--- src/rtl/ksa_pkg.sv ---
// Shared types and helpers for the multi-word Kogge-Stone adder.
// Holds word width, FSM state enum and the word-select helper.
package ksa_pkg;

  localparam int WORD_W    = 16;
  // Upper bound on words per operand that word_sel can address.
  localparam int MAX_WORDS = 64;
  localparam int MAX_W     = WORD_W * MAX_WORDS;

  typedef enum logic [1:0] {
    IDLE,
    RUN,
    DONE
  } state_e;

  // Pick word i (LSW = 0) out of a zero-extended operand.
  function automatic logic [WORD_W-1:0] word_sel(
    input logic [MAX_W-1:0] v,
    input int               i
  );
    return v[i*WORD_W +: WORD_W];
  endfunction

endpackage

--- src/rtl/ksa_16bit.sv ---
// 16-bit Kogge-Stone adder, purely combinational.
// Ports: a, b, ci in; s (sum), co (carry out) out.
module ksa_16bit
  import ksa_pkg::*;
(
  input  logic [WORD_W-1:0] a,
  input  logic [WORD_W-1:0] b,
  input  logic              ci,
  output logic [WORD_W-1:0] s,
  output logic              co
);

  logic [WORD_W-1:0] p0;
  logic [WORD_W-1:0] g0, g1, g2, g3, g4;
  logic [WORD_W-1:0] pp0, pp1, pp2, pp3;

  assign p0 = a ^ b;

  // Carry-in folded into bit 0 generate, so every
  // prefix G[i] is the carry into bit i+1.
  assign g0  = (a & b) | {{(WORD_W-1){1'b0}}, p0[0] & ci};
  assign pp0 = p0;

  // Prefix levels with spans 1, 2, 4, 8. Low bits shift
  // in G=0 / P=1 so they pass through unchanged.
  assign g1  = g0 | (pp0 & (g0 << 1));
  assign pp1 = pp0 & ~(~pp0 << 1);
  assign g2  = g1 | (pp1 & (g1 << 2));
  assign pp2 = pp1 & ~(~pp1 << 2);
  assign g3  = g2 | (pp2 & (g2 << 4));
  assign pp3 = pp2 & ~(~pp2 << 4);
  assign g4  = g3 | (pp3 & (g3 << 8));

  assign s  = p0 ^ {g4[WORD_W-2:0], ci};
  assign co = g4[WORD_W-1];

endmodule

--- src/rtl/ksa_wide_seq.sv ---
// Sequential 16*WORDS-bit add/sub, one ksa_16bit word per cycle.
// Ports: in_valid/in_ready + a,b,ci,sub in; out_valid/out_ready + sum,co,ovf out.
module ksa_wide_seq
  import ksa_pkg::*;
#(
  parameter int WORDS = 4
) (
  input  logic                  clk,
  input  logic                  rst,
  input  logic                  in_valid,
  output logic                  in_ready,
  input  logic [WORD_W*WORDS-1:0] a,
  input  logic [WORD_W*WORDS-1:0] b,
  input  logic                  ci,
  input  logic                  sub,
  output logic                  out_valid,
  input  logic                  out_ready,
  output logic [WORD_W*WORDS-1:0] sum,
  output logic                  co,
  output logic                  ovf
);

  localparam int W  = WORD_W * WORDS;
  localparam int IW = (WORDS > 1) ? $clog2(WORDS) : 1;
  localparam logic [IW-1:0] LAST = IW'(WORDS - 1);

  state_e        state_q, state_d;
  logic [IW-1:0] idx_q, idx_d;
  logic [W-1:0]  a_q, a_d;
  logic [W-1:0]  b_q, b_d;
  logic [W-1:0]  sum_q, sum_d;
  logic          carry_q, carry_d;
  logic          co_q, co_d;
  logic          ovf_q, ovf_d;
  logic          ovld_q, ovld_d;
  logic          irdy_q, irdy_d;

  logic [WORD_W-1:0] aw, bw, sw;
  logic              cw;
  int                pos;

  assign pos = 32'(idx_q);
  assign aw  = word_sel(MAX_W'(a_q), pos);
  assign bw  = word_sel(MAX_W'(b_q), pos);

  ksa_16bit u_add (
    .a  (aw),
    .b  (bw),
    .ci (carry_q),
    .s  (sw),
    .co (cw)
  );

  always_comb begin
    state_d = state_q;
    idx_d   = idx_q;
    a_d     = a_q;
    b_d     = b_q;
    sum_d   = sum_q;
    carry_d = carry_q;
    co_d    = co_q;
    ovf_d   = ovf_q;
    ovld_d  = ovld_q;
    irdy_d  = irdy_q;
    unique case (state_q)
      IDLE: begin
        if (in_valid) begin
          a_d     = a;
          // Subtract as A + ~B + 1.
          b_d     = sub ? ~b : b;
          carry_d = sub ? 1'b1 : ci;
          idx_d   = '0;
          irdy_d  = 1'b0;
          state_d = RUN;
        end
      end
      RUN: begin
        sum_d[pos*WORD_W +: WORD_W] = sw;
        carry_d = cw;
        if (idx_q == LAST) begin
          co_d    = cw;
          ovf_d   = (aw[WORD_W-1] == bw[WORD_W-1])
                 && (sw[WORD_W-1] != aw[WORD_W-1]);
          idx_d   = '0;
          ovld_d  = 1'b1;
          state_d = DONE;
        end else begin
          idx_d = idx_q + 1'b1;
        end
      end
      DONE: begin
        if (out_ready) begin
          ovld_d  = 1'b0;
          irdy_d  = 1'b1;
          state_d = IDLE;
        end
      end
      default: begin
        ovld_d  = 1'b0;
        irdy_d  = 1'b1;
        state_d = IDLE;
      end
    endcase
  end

  always_ff @(posedge clk) begin
    if (rst) begin
      state_q <= IDLE;
      idx_q   <= '0;
      a_q     <= '0;
      b_q     <= '0;
      sum_q   <= '0;
      carry_q <= 1'b0;
      co_q    <= 1'b0;
      ovf_q   <= 1'b0;
      ovld_q  <= 1'b0;
      irdy_q  <= 1'b1;
    end else begin
      state_q <= state_d;
      idx_q   <= idx_d;
      a_q     <= a_d;
      b_q     <= b_d;
      sum_q   <= sum_d;
      carry_q <= carry_d;
      co_q    <= co_d;
      ovf_q   <= ovf_d;
      ovld_q  <= ovld_d;
      irdy_q  <= irdy_d;
    end
  end

  assign in_ready  = irdy_q;
  assign out_valid = ovld_q;
  assign sum       = sum_q;
  assign co        = co_q;
  assign ovf       = ovf_q;

endmodule

--- config.mk ---
export PLATFORM = sky130hd
export DESIGN_NAME = ksa_wide_seq
export DESIGN_NICKNAME = d
export VERILOG_FILES = /design/src/rtl/ksa_pkg.sv /design/src/rtl/ksa_16bit.sv /design/src/rtl/ksa_wide_seq.sv
export SDC_FILE = /design/constraint.sdc
export NUM_CORES = 1
export LEC_CHECK = 0
export CORE_ASPECT_RATIO = 1.25
export CORE_MARGIN = 5
export CORE_UTILIZATION = 50
export CTS_CLUSTER_DIAMETER = 120
export DETAILED_ROUTE_END_ITERATION = 6
export PLACE_DENSITY = 0.82
export SYNTH_ARGS = -nofsm -noshare
export SYNTH_HDL_FRONTEND = slang
export SYNTH_HIERARCHICAL = 1
export SYNTH_SLANG_ARGS = --single-unit
--- constraint.sdc ---
create_clock -name clk -period 3.9 [get_ports clk]
set_input_delay 0.585 -clock clk [delete_from_list [all_inputs] [get_ports clk]]
set_output_delay 0.585 -clock clk [all_outputs]
set_load 0.02 [all_outputs]
# After elaboration in Yosys (flattened, before gate mapping)
# Cells that the tools add are included.
# totals
register_bits	201
inputBits	134
output_inout_bits	68
# op_classes
addsub	2
n_eq_ne	8
shifts	4
muxes	18
n_bitwise	25
reduce_logical	9
# ops
operator	count
indexed part select 1024 x 7 -> 16 bit	2
AND 16 bit	8
bitwise mux 64 bit	1
two-way mux 64 bit	1
NOT 64 bit	1
OR 16 bit	4
variable shift 16 x 33 -> 64 bit, first input constant	1
indexed part select 16 x 33 -> 64 bit	1
NOT 16 bit	3
negation 6 -> 33 bit	1
bitwise XOR 16 bit	2
OR 16 x 1 -> 16 bit	1
NOT 15 bit	1
NOT 14 bit	1
NOT 12 bit	1
two-way mux 2 bit	5
AND reduction 3 bit	3
two-way mux 1 bit	6
!= test 2 bit, second input constant	3
one-hot mux 1 bit (3 select lines)	2
one-hot mux 2 bit (3 select lines)	1
AND reduction 2 bit	3
equality test 2 bit, second input constant	2
one-hot mux 2 bit (2 select lines)	1
10 further kinds	11

# Longest topological paths before layout
# logic_depth
ltp_word	16
ltp_mapped	16

# Hierarchy
# Netlist, hierarchy kept.
# modules_own_cells
module	n_inst	cells_each	area_each_um2	seq_area_each_um2
ksa_wide_seq	1	876	8269.2	4023.9
ksa_16bit	1	104	779.5	0.0

# Worst setup path before layout
# OpenSTA, ideal clock, no wires.
# synth_path
kind	flip-flop to flip-flop
from	reg idx_q[0]
to	reg ovf_q, in the netlist ovf
t_arrival_ns	3.201
t_required_ns	3.822
slack_ns	0.621
stages_incl_launch_ff	14
cell_sequence	dfxtp_1 buf_6 buf_2 mux4_2 fa_1 a211oi_1 o211ai_1 a211oi_1 nor2_1 xor2_1 inv_1 nor3_1 nor3_1 nor3_1
# synth_between
word_cells_on_any_way	29
classes_between	3 x eq/ne; 2 x shift; 22 x bitwise; 2 x reduce/logical
# synth_rtl
item	line	text
from (decl)	ksa_wide_seq.sv:28	logic [IW-1:0] idx_q, idx_d;
from (signal assigned)	ksa_wide_seq.sv:120	idx_q <= idx_d;
indexed part select 1024 x 7 -> 16 bit *	ksa_pkg.sv:21	return v[i*WORD_W +: WORD_W];
net aw[0]	ksa_wide_seq.sv:38	logic [WORD_W-1:0] aw, bw, sw;
bitwise XOR 16 bit	ksa_16bit.sv:17	assign p0 = a ^ b;
AND 1 bit	ksa_16bit.sv:21	assign g0 = (a & b) | {{(WORD_W-1){1'b0}}, p0[0] & ci};
OR 16 x 1 -> 16 bit	ksa_16bit.sv:21	
OR 16 bit *	ksa_16bit.sv:26	assign g1 = g0 | (pp0 & (g0 << 1));
AND 16 bit *	ksa_16bit.sv:28	assign g2 = g1 | (pp1 & (g1 << 2));
OR 16 bit *	ksa_16bit.sv:28	
AND 16 bit *	ksa_16bit.sv:30	assign g3 = g2 | (pp2 & (g2 << 4));
OR 16 bit *	ksa_16bit.sv:30	
AND 16 bit *	ksa_16bit.sv:32	assign g4 = g3 | (pp3 & (g3 << 8));
OR 16 bit *	ksa_16bit.sv:32	
bitwise XOR 16 bit *	ksa_16bit.sv:34	assign s = p0 ^ {g4[WORD_W-2:0], ci};
net sw[15]	ksa_wide_seq.sv:38	
!= test 1 bit *	ksa_wide_seq.sv:83	&& (sw[WORD_W-1] != aw[WORD_W-1]);
logical AND 1 bit *	ksa_wide_seq.sv:83	
to (signal assigned)	ksa_wide_seq.sv:126	ovf_q <= ovf_d;
to (decl)	ksa_wide_seq.sv:34	logic ovf_q, ovf_d;
# Mark *: on every way through the listed nets, which the timed path passes. The rest lies on a longest branch.
# A chain may end at the register's enable or synchronous reset.

# Worst setup path in the final report
# layout_path
from	reg idx_q[0]
to	reg sum_q[40], in the netlist sum[40]
# layout_between
elab_chain_cells	16
word_cells_on_any_way	28
classes_between	1 x add/sub; 4 x shift; 1 x mux; 22 x bitwise
# layout_lines
item	line	text
indexed part select 1024 x 7 -> 16 bit *	ksa_pkg.sv:21	
net aw[0]	ksa_wide_seq.sv:38	
branches (longest 11 deep; another with bitwise XOR 16 bit)	-	
OR 16 bit *	ksa_16bit.sv:32	
bitwise XOR 16 bit *	ksa_16bit.sv:34	
net sw[8]	ksa_wide_seq.sv:38	
indexed part select 16 x 33 -> 64 bit *	ksa_wide_seq.sv:78	sum_d[pos*WORD_W +: WORD_W] = sw;
bitwise mux 64 bit *	ksa_wide_seq.sv:78	
to (signal assigned)	ksa_wide_seq.sv:123	sum_q <= sum_d;
to (decl)	ksa_wide_seq.sv:31	logic [W-1:0] sum_q, sum_d;
# Mark *: on every way through the listed nets, which the timed path passes.

==> results.json <==
{
  "synth_seq_cells": 201,
  "whs_ps": 455,
  "p_seq_share_pct": 46.2,
  "grt_max_degree": 193,
  "cts_setup_buffers": 0,
  "max-vdd-ir-drop_mv": 0.262,
  "endpoint_kind": "flip-flop",
  "postCtsHoldBufs": 0,
  "syn_nets": 1136,
  "cts.sinks": 201,
  "setup_viol": 0,
  "synth.cell_area_mm2": 0.00905,
  "core_mm2": 0.0180,
  "cap_viol_max_count": 0,
  "clkTransAtPathRegs_ps": 70,
  "place_area_mm2": 0.0112,
  "worst_pin_slew_ps": 816,
  "hold_path_class": "flip-flop to flip-flop",
  "initial_core_util_pct": 50.4,
  "diodes": 0,
  "skew_ps": 17.7,
  "power_switching_uw": 1280,
  "drive_gt1_share_pct": 7.72,
  "slew_headroom_pct": 45.6,
  "rsz0062_at_grt": "false",
  "clock.fmax_ghz": 0.292,
  "powerDensity_mw_per_mm2": 414,
  "rows": 55,
  "status": "finished, final reports clean",
  "post-route-min-period_ps": 3430,
  "dr.pass1.iters": 5,
  "cts_tree": "yes",
  "power.internal_uw": 3580,
  "clk_latency_ps": 480,
  "pin_count": 202,
  "path_class": "flip-flop to flip-flop",
  "cts_root_buf": "clkbuf_16",
  "fill_cells": 1451,
  "final_max_slew_viol_count": 0,
  "combPwrFrac_pct": 17.6,
  "switching_share_pct": 26.3,
  "final_hold_viol_count": 0,
  "path_max_fanout": 17,
  "cts_resized": 0,
  "routed_via_density": 5.54,
  "yosysSeqAreaShare_pct": 44.5,
  "critPathLaunchType": "flip-flop",
  "synth_warnings": 6,
  "crit_arrival_ps": 3840,
  "ant_nets": 0,
  "ys.flop_type": "dfxtp_1",
  "htree_levels": 1,
  "gp_congestion": 0.917,
  "grt_remaining_overflow": 0,
  "fin_crit_sh_pct": 87.9,
  "dp_hpwl_um": 18100,
  "synth_cell_types": 46,
  "postSynthCellCount": 980,
  "fin_nets": 1300,
  "die_h_um": 160,
  "avgRoutedWirePerCell_um": 17.6,
  "die-area_mm2": 0.0209,
  "track_usage_pct": 22.6,
  "clockPowerShare_pct": 36.2,
  "grt_pass1_vias": 7444,
  "postLayoutCellArea_mm2": 0.0117,
  "cts-buffers-inserted": 19,
  "antenna_found_initial": 0,
  "syn2layout_area_growth_pct": 29.7,
  "synth-edff-count": 0,
  "wl_um": 24300,
  "cts_buffer_depth": 3,
  "required_ps": 4310,
  "tns_ps": 0,
  "most-common-layout-cells": "199 x dfxtp_1, 199 x clkdlybuf4s50_1, 144 x nand2_1, 137 x nor2_1, 82 x a21oi_1",
  "drc": 0,
  "portBuffers": 201,
  "async_reset_ff_share_pct": 0,
  "drt-initial-drc-count": 678,
  "grt_first_pass_wirelength_um": 38400,
  "power.leakage_uw": 0.00426,
  "synth.avg_cell_area_um2": 9.23,
  "die_x_um": 130,
  "vias": 7651
}
==> registers in the layout, summed over array words and instances (netlist names) <==
signal,count
a_q,64
b_q,64
sum,64
idx_q,2
state_q,2
carry_q,1
co,1
in_ready,1
out_valid,1
ovf,1
==> power by group through the flow <==
stage / clock network (uW) / logic, uW / registers (uW)
2_1_floorplan: 0 / 543 / 2270
3_3_place_gp: 0 / 839 / 2280
3_5_place_dp: 0 / 855 / 2290
4_1_cts: 1790 / 858 / 2240
5_1_grt: 1880 / 934 / 2260
6_report: 1760 / 857 / 2240
==> final cells by class <==
class / instances / area (um2) / share of cell area (%)
sequential: 201 / 4030 / 34.3
clock inverter: 4 / 45.0 / 0.384
inverter: 10 / 37.5 / 0.320
clock buffer: 26 / 532 / 4.53
timing repair buffer: 218 / 2160 / 18.4
multi-input combinational: 694 / 4650 / 39.6
tap: 228 / 285 / 2.43
==> synthesized netlist by cell type, types with 5 or more instances <==
cell type	count	area share, %
xor2_1	5	0.48
clkbuf_1	31	1.3
nor2_1	138	5.7
dfxtp_1	201	44
nand2b_1	5	0.35
nor3_1	6	0.33
a22oi_1	65	5.4
xnor2_1	71	6.9
inv_1	10	0.41
ha_1	20	2.8
a21o_1	5	0.41
o21ai_0	8	0.44
a21oi_1	82	4.5
a211oi_1	67	5.6
mux4_2	31	7.7
nand2_1	144	6.0
buf_2	42	2.3
==> critical path: stages (launching register included) <==
cell and delay [ps]:
dfxtp_2 620, mux4_2 590, fa_1 470, inv_1 90, fa_1 200, nor2b_1 80, o2111ai_2 210, a21boi_2 150
or4b_1 480, nand3_1 210, a22oi_1 130, nor2_1 120
==> cells by family after synthesis <==
kind of cell,Yosys count,synth area share (%)
DFF,201,44.5
xor gates and xnor gates,76,7.36
muxes,34,8.23
adders and majority gates,22,3.21
and+or+nand+nor,318,14.6
AOI/OAI and AO/OA,244,17.9
buffers and inverters,85,4.27
==> layer usage <==
layer	GRT usage [%]	vias to the layer above	routed length, um
met4	9.22	0	965
met1	29.0	3546	9900
met2	37.8	279	11900
met3	3.39	58	1500
li1	-	3768	-
met5	0	-	0
==> worst paths after layout <==
path                               from              endpoint  slack, ps  cells after the start
setup / recovery  idx_q[0]$_SDFFE_PP0P_  sum[40]$_SDFFE_PP0P_        470                     11
hold / removal     a_q[34]$_SDFFE_PP0P_  a_q[34]$_SDFFE_PP0P_        450                      2
setup reg to reg  idx_q[0]$_SDFFE_PP0P_  sum[40]$_SDFFE_PP0P_        470                     11
hold reg to reg    a_q[34]$_SDFFE_PP0P_  a_q[34]$_SDFFE_PP0P_        450                      2
==> stage by stage <==
stage / utilization, % / worst slack [ps] / power, uW / instances
after floorplan: - / 621 / 2810 / 980
after global placement: 62.1 / 545 / 3120 / 1351
after detailed placement: 62.1 / 471 / 3140 / 1351
final: 65.4 / 471 / 4860 / 1381
after CTS: 65.4 / 453 / 4900 / 1381
after global routing: 65.4 / 235 / 5070 / 1381
No activity file was read; power rests on OpenSTA's default activity.
